## src/rtl/wb_pkg.sv

```systemverilog
// Shared types and constants for the write-back stage.
package wb_pkg;

   localparam int XLEN = 64;

   localparam logic [63:0] ZERO_64 = 64'h0000_0000_0000_0000;

   // One completed result on its way to the register file / commit record.
   typedef struct packed {
      logic            valid;
      logic            wen;
      logic [4:0]      rd;
      logic [XLEN-1:0] data;
      logic [63:0]     pc;
      logic [31:0]     inst;
   } wb_entry_t;

   localparam wb_entry_t WB_ENTRY_EMPTY = '{
      valid : 1'b0,
      wen   : 1'b0,
      rd    : 5'd0,
      data  : {XLEN{1'b0}},
      pc    : ZERO_64,
      inst  : 32'h0000_0000
   };

   // Register-file write enable for an entry: x0 still commits but never writes.
   function automatic logic rf_write_en(input wb_entry_t e);
      return e.valid & e.wen & (e.rd != 5'd0);
   endfunction

endpackage

```

## src/rtl/wb_hold_slot.sv

```systemverilog
// One-entry parking slot for an execute result that lost the write port to mul/div.
module wb_hold_slot
   import wb_pkg::*;
(
   input  logic      clk,
   input  logic      rst,
   input  logic      load,
   input  logic      drain,
   input  wb_entry_t din,
   output wb_entry_t q
);

   // Capture on load, release on drain; load and drain are never both set
   // because load needs an empty slot and drain needs a full one.
   always_ff @(posedge clk) begin
      if (rst) begin
         q <= WB_ENTRY_EMPTY;
      end else if (load) begin
         q       <= din;
         q.valid <= 1'b1;
      end else if (drain) begin
         q.valid <= 1'b0;
      end else begin
         q <= q;
      end
   end

endmodule

```

## src/rtl/wb_stage.sv

```systemverilog
// Write-back stage: merges execute and mul/div results onto the single
// register-file write port and produces the commit record and instret count.
module wb_stage
   import wb_pkg::*;
(
   input  logic            clk,
   input  logic            rst,
   input  logic            ex_valid_i,
   output logic            ex_ready_o,
   input  logic            ex_wen_i,
   input  logic [4:0]      ex_rd_i,
   input  logic [XLEN-1:0] ex_data_i,
   input  logic [63:0]     ex_pc_i,
   input  logic [31:0]     ex_inst_i,
   input  logic            md_valid_i,
   input  logic            md_wen_i,
   input  logic [4:0]      md_rd_i,
   input  logic [XLEN-1:0] md_data_i,
   input  logic [63:0]     md_pc_i,
   input  logic [31:0]     md_inst_i,
   output logic            rf_wen_o,
   output logic [4:0]      rf_waddr_o,
   output logic [XLEN-1:0] rf_wdata_o,
   output logic            commit_valid_o,
   output logic [63:0]     commit_pc_o,
   output logic [31:0]     commit_inst_o,
   output logic [63:0]     instret_o
);

   wb_entry_t ex_entry_s;
   wb_entry_t md_entry_s;
   wb_entry_t sel_s;
   wb_entry_t hold_r;
   wb_entry_t out_r;
   logic      ex_accept_s;
   logic      hold_load_s;
   logic      hold_drain_s;
   logic      rf_wen_r;
   logic [63:0] instret_r;

   // Ready depends only on the hold flag, so no valid-to-ready combinational path.
   assign ex_ready_o  = ~hold_r.valid;
   assign ex_accept_s = ex_valid_i & ~hold_r.valid;

   assign ex_entry_s = '{valid: ex_valid_i, wen: ex_wen_i, rd: ex_rd_i,
                         data: ex_data_i, pc: ex_pc_i, inst: ex_inst_i};
   assign md_entry_s = '{valid: md_valid_i, wen: md_wen_i, rd: md_rd_i,
                         data: md_data_i, pc: md_pc_i, inst: md_inst_i};

   // Fixed priority md > hold > ex; an ex accepted while md is active is parked.
   always_comb begin
      sel_s        = WB_ENTRY_EMPTY;
      hold_load_s  = 1'b0;
      hold_drain_s = 1'b0;
      if (md_valid_i) begin
         sel_s       = md_entry_s;
         hold_load_s = ex_accept_s;
      end else if (hold_r.valid) begin
         sel_s        = hold_r;
         hold_drain_s = 1'b1;
      end else if (ex_accept_s) begin
         sel_s = ex_entry_s;
      end else begin
         sel_s = WB_ENTRY_EMPTY;
      end
   end

   wb_hold_slot u_hold (
      .clk   (clk),
      .rst   (rst),
      .load  (hold_load_s),
      .drain (hold_drain_s),
      .din   (ex_entry_s),
      .q     (hold_r)
   );

   // Output register: whatever was selected this cycle retires on the next.
   always_ff @(posedge clk) begin
      if (rst) begin
         out_r    <= WB_ENTRY_EMPTY;
         rf_wen_r <= 1'b0;
      end else begin
         out_r    <= sel_s;
         rf_wen_r <= rf_write_en(sel_s);
      end
   end

   // Retired-instruction counter, wraps naturally at 2^64.
   always_ff @(posedge clk) begin
      if (rst) begin
         instret_r <= ZERO_64;
      end else if (sel_s.valid) begin
         instret_r <= instret_r + 64'd1;
      end else begin
         instret_r <= instret_r;
      end
   end

   assign rf_wen_o       = rf_wen_r;
   assign rf_waddr_o     = out_r.rd;
   assign rf_wdata_o     = out_r.data;
   assign commit_valid_o = out_r.valid;
   assign commit_pc_o    = out_r.pc;
   assign commit_inst_o  = out_r.inst;
   assign instret_o      = instret_r;

endmodule

```

## config.mk

```make
export PLATFORM = sky130hd
export DESIGN_NAME = wb_stage
export DESIGN_NICKNAME = d
export VERILOG_FILES = /design/src/rtl/wb_pkg.sv /design/src/rtl/wb_hold_slot.sv /design/src/rtl/wb_stage.sv
export SDC_FILE = /design/constraint.sdc
export NUM_CORES = 1
export LEC_CHECK = 0
export BUFFER_PORTS_ARGS = -buffer_cell sky130_fd_sc_hd__buf_2
export CAP_MARGIN = 0
export CORE_AREA = 2 2 218 220
export CTS_CLUSTER_SIZE = 8
export DETAILED_ROUTE_END_ITERATION = 10
export DIE_AREA = 0 0 220 222
export PLACE_DENSITY = 0.56
export SKIP_CTS_REPAIR_TIMING = 1
export SYNTH_ARGS = -nofsm -noshare
export SYNTH_HDL_FRONTEND = slang
export SYNTH_HIERARCHICAL = 1
export SYNTH_SLANG_ARGS = --single-unit
```

## constraint.sdc

```tcl
create_clock -name clk -period 2.9 [get_ports clk]
set_input_delay 0.725 -clock clk [delete_from_list [all_inputs] [get_ports clk]]
set_output_delay 0.725 -clock clk [all_outputs]
set_load 0.02 [all_outputs]
```

==> reports/qor.csv, run 1 <==
metric;value;unit
top post-synthesis cells by area;dfxtp_1 (49%), nor2_1 (12%), mux2i_1 (10%);
DR DRC count;0;
GRT Overall Usage;21.1;%
status;finished clean;
crit path buf inv count;3;
Post-synth top flop;dfxtp_1;
CTS Buffer Depth;3;
CP cell instances;buf_12, inv_1, buf_2;
Cell Pwr Density;633;nW/um2
largest area contributor in the netlist;dfxtp_1;
synthesized flop and latch total;398;
dpl ws;376;ps
syn nets;2168;
layout cells sized above 1;28.5;%
YS warnings;6;
I/O pin total;568;
clk root buf;clkbuf_16;
Final Skew;29.1;ps
Setup violations, final;0;
port bufs;567;
Die Span X;220;um
CTS tree;done;
max incr delay on CP;420;ps
total negative slack;0;ps
pin count of the biggest net entering global routing;223;
fin. max-slew vios;0;
initial DRC count;950;
EDFF count, synth;0;
Post-DRT Antenna Nets;0;
Crit path max-delay family;buffers and inverters;
area delta synth->final;29.7;%
CTS sink count;398;
Vias;15200;
Data required, critical path;2170;ps
Worst setup SP type;register;
syn avg cell area;8.80;um2
htree depth;2;
GRT Residual Overflow;0;
Synth async-reset ratio;0;%
slew of the pin with the lowest slew margin;1080;ps
RSZ-0062 raised after global routing;false;
max cap viols;0;
kind of critical path;reg2out;
Worst EP arrival;1750;ps
CTS clk-pin slew, worst paths;50;ps
final worst path period need;2470;ps
Fmax;0.404;GHz
Distinct cells, synth;42;
Sw Ratio;25.4;%
per-cell routed wire length;18.2;um
Slowest-stage cell, CP;buf_12;
switching power;3.36;mW
count leader, synth;nor2_1;
Rows;79;
Hold Path Class;in2reg;
final hold vios;0;
Via density;5.11;
critical path fanouts, max;168;
final WL;54300;um
CTS buffer count;56;
dpl hpwl;38000;um
Setup WS post-layout;426;ps
Leak;9.20;nW
initial core utilization;34.8;%
Critical Path Sink Type;primary output;
Synth Cell Area;16100;um2
core region area;46300;um2
commonest cells in the netlist;nor2_1 (534), dfxtp_1 (398), a21oi_1 (190);
Peak VDD IR;505;uV
GPL Wtd Cong;0.880;
area of the die;48800;um2
Rel. slew slack;27.7;%
Worst-Skew Late Latency;590;ps
post-synth top area share;49.5;%
first-pass GRT wire length;81400;um
antenna violations before repair;36;
final worst-path cycle share;85.3;%
Comb pwr share;12.0;%
vias in the first global route;14600;
internal power;9.85;mW
Detailed Routing Iterations Pass 1;5;
clock share of power;43.8;%
sequential share of power;44.2;%
Seq/Total Area, Yosys;49.5;%
Nets;2679;
Synth Instances;1831;
Die Ht;222;um
-- worst register-to-register path, stage by stage (launching register included) --
cell     delay (ps)
dfxtp_1         460
nand4_1         280
nor4_2          480
nand4_1         480
or3_1           510
a21oi_1         140
-- cell usage in the layout (no fill, tap or decap), types with 5 or more instances in the layout --
| cell type | instances |
|---|---|
| nor2b_1 | 6 |
| nand3_1 | 26 |
| nand2_1 | 30 |
| nor4_1 | 8 |
| xnor2_1 | 7 |
| nand4_1 | 28 |
| clkbuf_16 | 58 |
| dfxtp_1 | 397 |
| xor2_1 | 28 |
| buf_4 | 18 |
| buf_2 | 565 |
| buf_12 | 11 |
| a22oi_1 | 166 |
| inv_1 | 6 |
| diode_2 | 23 |
| mux2i_1 | 166 |
| o21ai_0 | 27 |
| or3_1 | 21 |
| clkbuf_1 | 5 |
| and3_1 | 7 |
| nor2_1 | 534 |
| a21oi_1 | 190 |
-- routing by layer --
metal | vias up | wire length (um) | global-route usage, %
li1 | 7356 | - | -
met1 | 7225 | 22500 | 26.0
met2 | 524 | 25900 | 33.9
met3 | 100 | 4520 | 6.93
met4 | 26 | 1220 | 8.42
met5 | - | 156 | 0
-- final timing paths --
path	from	end	slack, ps	cells past startpoint
max	u_hold/q[166]	ex_ready_o	430	3
min	md_data_i[32]	rf_wdata_o[32]	370	3
max reg2reg	instret_o[33]	instret_o[60]	480	5
min reg2reg	instret_o[63]	instret_o[63]	490	2
-- area by class of cell --
class / count / area [um2]
fill: 4675 / 25400
tap: 607 / 759
inverter: 6 / 22.5
clock buffer: 63 / 1470
multi-input combinational: 1284 / 7370
antenna: 23 / 57.6
clock inverter: 2 / 25.0
sequential: 398 / 7970
timing repair buffer: 596 / 3210
-- flip-flops by register name, summed over array words and instances (netlist names) --
| name | count |
|---|---|
| commit_pc_o | 64 |
| rf_waddr_o | 5 |
| instret_o | 64 |
| u_hold/q | 167 |
| commit_inst_o | 32 |
| rf_wen_o | 1 |
| rf_wdata_o | 64 |
| commit_valid_o | 1 |
-- power by group through the flow --
stage	combinational (mW)	sequential (mW)	clock, mW
final	1.58	5.85	5.79
after global routing	1.73	5.86	6.18
after CTS	1.59	5.85	5.95
after detailed placement	1.58	5.95	0
after global placement	1.57	5.94	0
after floorplan	0.803	6.11	0
-- stage by stage --
stage | std cells | power, mW | area [um2] | utilization [%] | hold slack [ps]
6_report | 2979 | 13.2 | 20900 | 45.1 | 368
5_1_grt | 2977 | 13.8 | 20900 | 45.1 | 350
4_1_cts | 2956 | 13.4 | 20800 | 45.0 | 326
3_5_place_dp | 2891 | 7.53 | 19300 | 41.8 | 479
3_3_place_gp | 2891 | 7.51 | 19300 | 41.8 | 461
2_1_floorplan | 1831 | 6.91 | 16100 | - | 446
-- cell families after synthesis --
kind of cell	after synthesis	synth area share, %
AOI/OAI and AO/OA	390	14.8
adders and majority gates	1	0.0777
muxes	166	10.3
and+or+nand+nor	692	18.6
xor gates and xnor gates	35	1.90
DFF	398	49.5
buffers and inverters	149	4.86
(Power assumes the default switching activity.)
==> inputs of run 2 (changes only) <==
--- a/config.mk
+++ b/config.mk
@@ -7,13 +7,14 @@
 export LEC_CHECK = 0
 export BUFFER_PORTS_ARGS = -buffer_cell sky130_fd_sc_hd__buf_2
 export CAP_MARGIN = 0
-export CORE_AREA = 2 2 218 220
+export CORE_AREA = 2 2 220 222
+export CTS_BUF_LIST = sky130_fd_sc_hd__clkbuf_16
 export CTS_CLUSTER_SIZE = 8
 export DETAILED_ROUTE_END_ITERATION = 10
-export DIE_AREA = 0 0 220 222
+export DIE_AREA = 0 0 222 224
+export HOLD_SLACK_MARGIN = 0.02
 export PLACE_DENSITY = 0.56
 export SKIP_CTS_REPAIR_TIMING = 1
 export SYNTH_ARGS = -nofsm -noshare
 export SYNTH_HDL_FRONTEND = slang
-export SYNTH_HIERARCHICAL = 1
 export SYNTH_SLANG_ARGS = --single-unit
==> run 2 against run 1 <==
Via count increased by 12%. Die area up 1.8%. Critical path depth fell by 1. Combinational power shrank 6%. Fmax fell by 2.6%. Critical endpoint unchanged. Largest power group unchanged. Highest routed layer unchanged.
==> reports/qor.csv, run 2 <==
metric;value;unit;change
CTS buffer count;55;;was 56
Cells after DPL;3242;;was 2,891
dpl hpwl;40600;um;was 38,000 um
syn avg cell area;7.42;um2;was 8.80 um2
CTS tree;done;;unchanged
EDFF count, synth;0;;unchanged
Synth async-reset ratio;0;%;unchanged
Sw Ratio;25.9;%;was 25.4%
htree depth;2;;unchanged
Hold Path Class;in2reg;;unchanged
Critical Path Sink Type;primary output;;unchanged
final hold vios;0;;unchanged
Distinct cells, synth;43;;was 42
Vias;17100;;was 15,200
Rel. slew slack;46.0;%;was 27.7%
Worst setup SP type;register;;unchanged
Die Ht;224;um;was 222 um
max incr delay on CP;460;ps;was 420 ps
Seq/Total Area, Yosys;48.7;%;was 49.5%
Synth Instances;2202;;was 1,831
CTS clk-pin slew, worst paths;50;ps;about the same
kind of critical path;reg2out;;unchanged
Data required, critical path;2170;ps;about the same
area delta synth->final;29.6;%;was 29.7%
top post-synthesis cells by area;dfxtp_1 (49%), a21oi_1 (16%), nand2_1 (12%);;was dfxtp_1 (49%), nor2_1 (12%), mux2i_1 (10%)
Via density;5.15;;was 5.11
sequential share of power;44.9;%;was 44.2%
Synth Cell Area;16300;um2;was 16,100 um2
first-pass GRT wire length;90400;um;was 81,400 um
Worst-Skew Late Latency;590;ps;about the same
max reg flops;167;;unchanged
Nets;3021;;was 2,679
switching power;3.36;mW;about the same
GRT Residual Overflow;0;;unchanged
slew of the pin with the lowest slew margin;810;ps;was 1080 ps
Post-DRT Antenna Nets;0;;unchanged
internal power;9.62;mW;was 9.85 mW
final cell count without fillers;3317;;was 2,979
largest area contributor in the netlist;dfxtp_1;;unchanged
port bufs;567;;unchanged
total negative slack;0;ps;unchanged
Top reg by flops;u_hold.q;;was u_hold/q
CTS Buffer Depth;3;;unchanged
syn nets;2539;;was 2,168
per-cell routed wire length;17.9;um;was 18.2 um
Peak VDD IR;414;uV;was 505 uV
core region area;47300;um2;was 46,300 um2
critical path fanouts, max;57;;was 168
final worst-path cycle share;87.6;%;was 85.3%
fin. max-slew vios;0;;unchanged
Detailed Routing Iterations Pass 1;6;;was 5
Fmax;0.394;GHz;was 0.404 GHz
area of the die;49700;um2;was 48,800 um2
Post-synth top flop;dfxtp_1;;unchanged
Fill cells;4804;;was 4,675
max cap viols;0;;unchanged
Setup violations, final;0;;unchanged
layout cells sized above 1;25.5;%;was 28.5%
Final Skew;20.0;ps;was 29.1 ps
post-synth top area share;48.7;%;was 49.5%
DR DRC count;0;;unchanged
vias in the first global route;16200;;was 14,600
CTS sink count;398;;unchanged
clk root buf;clkbuf_16;;unchanged
antenna violations before repair;22;;was 36
Rows;80;;was 79
most frequent cells in the layout;buf_2 (564), a21oi_1 (525), nand2_1 (521);;was buf_2 (565), nor2_1 (534), dfxtp_1 (397)
commonest cells in the netlist;a21oi_1 (525), nand2_1 (521), dfxtp_1 (398);;was nor2_1 (534), dfxtp_1 (398), a21oi_1 (190)
clock share of power;43.7;%;was 43.8%
initial DRC count;1193;;was 950
pin count of the biggest net entering global routing;128;;was 223
RSZ-0062 raised after global routing;false;;unchanged
Slowest-stage cell, CP;dfxtp_4;;was buf_12
Comb pwr share;11.4;%;was 12.0%
YS warnings;0;;was 6
final worst path period need;2540;ps;was 2470 ps
synthesized flop and latch total;398;;unchanged
I/O pin total;568;;unchanged
count leader, synth;a21oi_1;;was nor2_1
most common cell after layout, fill and taps aside;buf_2;;unchanged
initial core utilization;34.5;%;was 34.8%
final WL;59300;um;was 54,300 um
status;finished clean;;unchanged
Leak;8.88;nW;was 9.20 nW
CP cell instances;inv_6, buf_2;;was buf_12, inv_1, buf_2
Cell Pwr Density;613;nW/um2;was 633 nW/um2
GRT Overall Usage;22.7;%;was 21.1%
Die Span X;222;um;was 220 um
Worst EP arrival;1820;ps;was 1750 ps
GPL Wtd Cong;0.858;;was 0.880
[run 2: cell types whose count changed after synthesis, sizes merged, moves of 161 or more]
cell	before	now
nand3	27	188
nand2	30	521
a22oi	166	0
mux2i	166	0
a21oi	190	525
nor2	534	209
[run 2: cells by family (layout without fill, tap and decap cells)]
family / count (synthesis) / after routing / share of synthesized area (%)
buffers and inverters: 182 / 667 / 4.32
other: 0 / 15 / 0
AND/OR/NAND/NOR: 1027 / 1027 / 27.7
adder cells (fa/ha/maj): 1 / 1 / 0.0765
flip-flops: 398 / 398 / 48.7
AO/OA/AOI/OAI: 561 / 561 / 17.3
XOR/XNOR: 33 / 33 / 1.77
[run 2: power by group through the flow]
| stage | clock network [mW] | logic (mW) | registers, mW |
|---|---|---|---|
| 2_1_floorplan | 0 | 0.675 | 6.09 |
| 3_3_place_gp | 0 | 1.47 | 5.93 |
| 6_report | 5.67 | 1.48 | 5.82 |
| 4_1_cts | 5.82 | 1.50 | 5.82 |
| 5_1_grt | 6.04 | 1.64 | 5.84 |
| 3_5_place_dp | 0 | 1.49 | 5.93 |
[run 2: final timing paths]
path / endpoint / start / slack [ps] / cells past startpoint
worst max-delay path: ex_ready_o / u_hold.q[166] / 360 / 2
worst max register to register: instret_o[37] / instret_o[14] / 550 / 5
worst min-delay path: commit_inst_o[3] / md_inst_i[3] / 360 / 3
worst min register to register: u_hold.q[13] / u_hold.q[13] / 450 / 2
[run 2: through the flow]
stage	power, mW	instance area [um2]	utilization, %	setup WS, ps	hold slack, ps
6_report	13.0	21200	44.8	359	360
5_1_grt	13.5	21200	44.7	279	343
4_1_cts	13.1	21200	44.7	317	313
3_5_place_dp	7.42	19700	41.6	397	446
3_3_place_gp	7.40	19700	41.6	393	439
2_1_floorplan	6.76	16300	-	667	432
[run 2: area by class of cell]
type	count	area, um2	area share [%]
sequential	398	7970	37.6
tap	615	769	3.63
timing repair buffer	602	3260	15.4
clock buffer	56	1400	6.61
antenna	15	37.5	0.177
multi-input combinational	1622	7690	36.3
clock inverter	4	32.5	0.154
inverter	5	23.8	0.112
[run 2: layer usage]
metal / GRT usage, % / vias to the layer above / routed length (um) / part of all wire (%)
li1: - / 8383 / - / -
met1: 27.8 / 8018 / 24400 / 41
met2: 38.4 / 570 / 29300 / 49
met3: 6.36 / 91 / 4330 / 7.3
met4: 7.61 / 10 / 1220 / 2.1
met5: 0 / - / 57 / 0.096
[run 2: critical path, delay by kind of cell, from the launching register on]
kind / cells / cell delay, ps
buffers and inverters: 2 / 710
DFF: 1 / 460
==> inputs of run 3 (changes only) <==
--- a/config.mk
+++ b/config.mk
@@ -7,11 +7,11 @@
 export LEC_CHECK = 0
 export BUFFER_PORTS_ARGS = -buffer_cell sky130_fd_sc_hd__buf_2
 export CAP_MARGIN = 0
-export CORE_AREA = 2 2 220 222
+export CORE_AREA = 2 2 219 221
 export CTS_BUF_LIST = sky130_fd_sc_hd__clkbuf_16
 export CTS_CLUSTER_SIZE = 8
 export DETAILED_ROUTE_END_ITERATION = 10
-export DIE_AREA = 0 0 222 224
+export DIE_AREA = 0 0 221 223
 export HOLD_SLACK_MARGIN = 0.02
 export PLACE_DENSITY = 0.56
 export SKIP_CTS_REPAIR_TIMING = 1
==> constraint.sdc (replaced) <==
create_clock -name clk -period 2.9 [get_ports clk]
set_input_delay 0.29 -clock clk [delete_from_list [all_inputs] [get_ports clk]]
set_output_delay 0.29 -clock clk [all_outputs]
set_load 0.02 [all_outputs]
==> run 3 against run 2 <==
Utilization rose by 6.9 points. Clock-buffer cell count is 1 higher. Final cell count is 9.4% higher. Global-route usage grew 0.24 points. Sequential share of layout area is 4.9 points lower. Sequential power about the same. Final area increased by 15%. Clock skew up 3.0 ps. Via count up 8.2%. Critical endpoint is now instret_o[50]. Largest cell class unchanged. Largest power group unchanged. Highest routed layer unchanged.
==> reports/qor.csv, run 3 (synthesized netlist as in run 2, its figures left out) <==
metric;value;unit;change
most frequent cells in the layout;buf_2 (564), a21oi_1 (525), nand2_1 (521);;unchanged
final worst path period need;2360;ps;was 2540 ps
htree depth;2;;unchanged
fin. max-slew vios;0;;unchanged
max reg flops;167;;unchanged
Die Ht;223;um;was 224 um
layout cells sized above 1;22.5;%;was 25.5%
max incr delay on CP;540;ps;was 460 ps
dpl hpwl;40600;um;about the same
Cell Pwr Density;553;nW/um2;was 613 nW/um2
final WL;63800;um;was 59,300 um
GRT Residual Overflow;0;;unchanged
per-cell routed wire length;17.6;um;was 17.9 um
worst hold slack;34.3;ps;was 360 ps
GRT Overall Usage;22.9;%;was 22.7%
slew of the pin with the lowest slew margin;1150;ps;was 810 ps
Vias;18500;;was 17,100
I/O pin total;568;;unchanged
port bufs;567;;unchanged
Worst setup SP type;register;;unchanged
initial core utilization;34.7;%;was 34.5%
Final Power;13.5;mW;was 13.0 mW
Worst EP arrival;2880;ps;was 1820 ps
CTS clk-pin slew, worst paths;60;ps;was 50 ps
setup slack, reg-to-reg;540;ps;was 550 ps
Worst-Skew Late Latency;590;ps;about the same
first-pass GRT wire length;90100;um;was 90,400 um
clk root buf;clkbuf_16;;unchanged
DR DRC count;0;;unchanged
Top reg by flops;u_hold.q;;unchanged
Hold Path Class;in2reg;;unchanged
RSZ-0062 raised after global routing;false;;unchanged
vias in the first global route;15700;;was 16,200
Leak;10.2;nW;was 8.88 nW
status;finished clean;;unchanged
Fmax;0.424;GHz;was 0.394 GHz
Via density;5.09;;was 5.15
CTS Buffer Depth;3;;unchanged
CTS buffer count;56;;was 55
final hold vios;0;;unchanged
pin count of the biggest net entering global routing;169;;was 128
Post-DRT Antenna Nets;0;;unchanged
Slowest-stage cell, CP;nor3_1;;was dfxtp_4
Rel. slew slack;23.1;%;was 46.0%
max cap viols;0;;unchanged
core region area;47100;um2;was 47,300 um2
Detailed Routing Iterations Pass 1;5;;was 6
final worst-path cycle share;81.3;%;was 87.6%
Peak VDD IR;462;uV;was 414 uV
kind of critical path;reg2reg;;was reg2out
CP cell instances;ha_1, o311ai_1, nor3_1, nand4_1, buf_4, or4_1, a21oi_1;;was inv_6, buf_2
area delta synth->final;49.0;%;was 29.6%
Die Span X;221;um;was 222 um
Critical Path Sink Type;register;;was primary output
GPL Wtd Cong;0.852;;was 0.858
Final Skew;23.0;ps;was 20.0 ps
Setup violations, final;0;;unchanged
most common cell after layout, fill and taps aside;buf_2;;unchanged
Setup WS post-layout;542;ps;was 359 ps
area of the die;49300;um2;was 49,700 um2
total negative slack;0;ps;unchanged
Nets;3339;;was 3,021
initial DRC count;1419;;was 1,193
critical path fanouts, max;14;;was 57
antenna violations before repair;7;;was 22
Rows;80;;unchanged
dpl ws;546;ps;was 397 ps
CTS tree;done;;unchanged
CTS sink count;398;;unchanged
Data required, critical path;3430;ps;was 2170 ps
[run 3: final timing paths]
path | from | to | depth (start not counted)
hold / removal | md_rd_i[0] | rf_waddr_o[0] | 3
setup / recovery | instret_o[0] | instret_o[50] | 7
hold reg to reg | u_hold.q[87] | u_hold.q[87] | 2
setup reg to reg | instret_o[0] | instret_o[50] | 7
[run 3: routing by layer]
| layer | global-route usage [%] | vias up | wire [um] |
|---|---|---|---|
| met5 | 0 | - | 27 |
| met4 | 9.22 | 4 | 1820 |
| met3 | 6.22 | 123 | 3980 |
| met2 | 37.8 | 682 | 31800 |
| met1 | 28.4 | 8656 | 26100 |
| li1 | - | 9008 | - |
[run 3: worst max-delay path, delay by kind of cell, from the launching register on]
kind                     cells  cell delay [ps]
flip-flops                   1              390
buffers and inverters        1              220
AO/OA/AOI/OAI                2              340
adder cells (fa/ha/maj)      1              230
AND/OR/NAND/NOR              3             1100
[run 3: cell type report]
cell class / count / area [um2]
diodes: 5 / 12.5
clock buffers: 57 / 1430
clock inverters: 7 / 41.3
fillers: 4419 / 22800
inverters: 5 / 23.8
multi-input cells: 1622 / 7690
flip-flops and latches: 398 / 7970
well taps: 615 / 769
repair buffers: 919 / 6420
[run 3: power breakdown]
group | total (mW) | internal [mW] | leakage, nW | switching (mW)
combinational | 1.87 | 0.813 | 6.21 | 1.05
clock | 5.78 | 3.42 | 0.733 | 2.36
sequential | 5.82 | 5.72 | 3.26 | 0.0986
[run 3: stage by stage]
| step | cells | area [um2] | utilization [%] |
|---|---|---|---|
| floorplan | 2202 | 16300 | - |
| global placement | 3232 | 19600 | 41.6 |
| detailed placement | 3232 | 19600 | 41.6 |
| CTS | 3296 | 21100 | 44.7 |
| global route | 3627 | 24400 | 51.7 |
| finish | 3628 | 24400 | 51.7 |
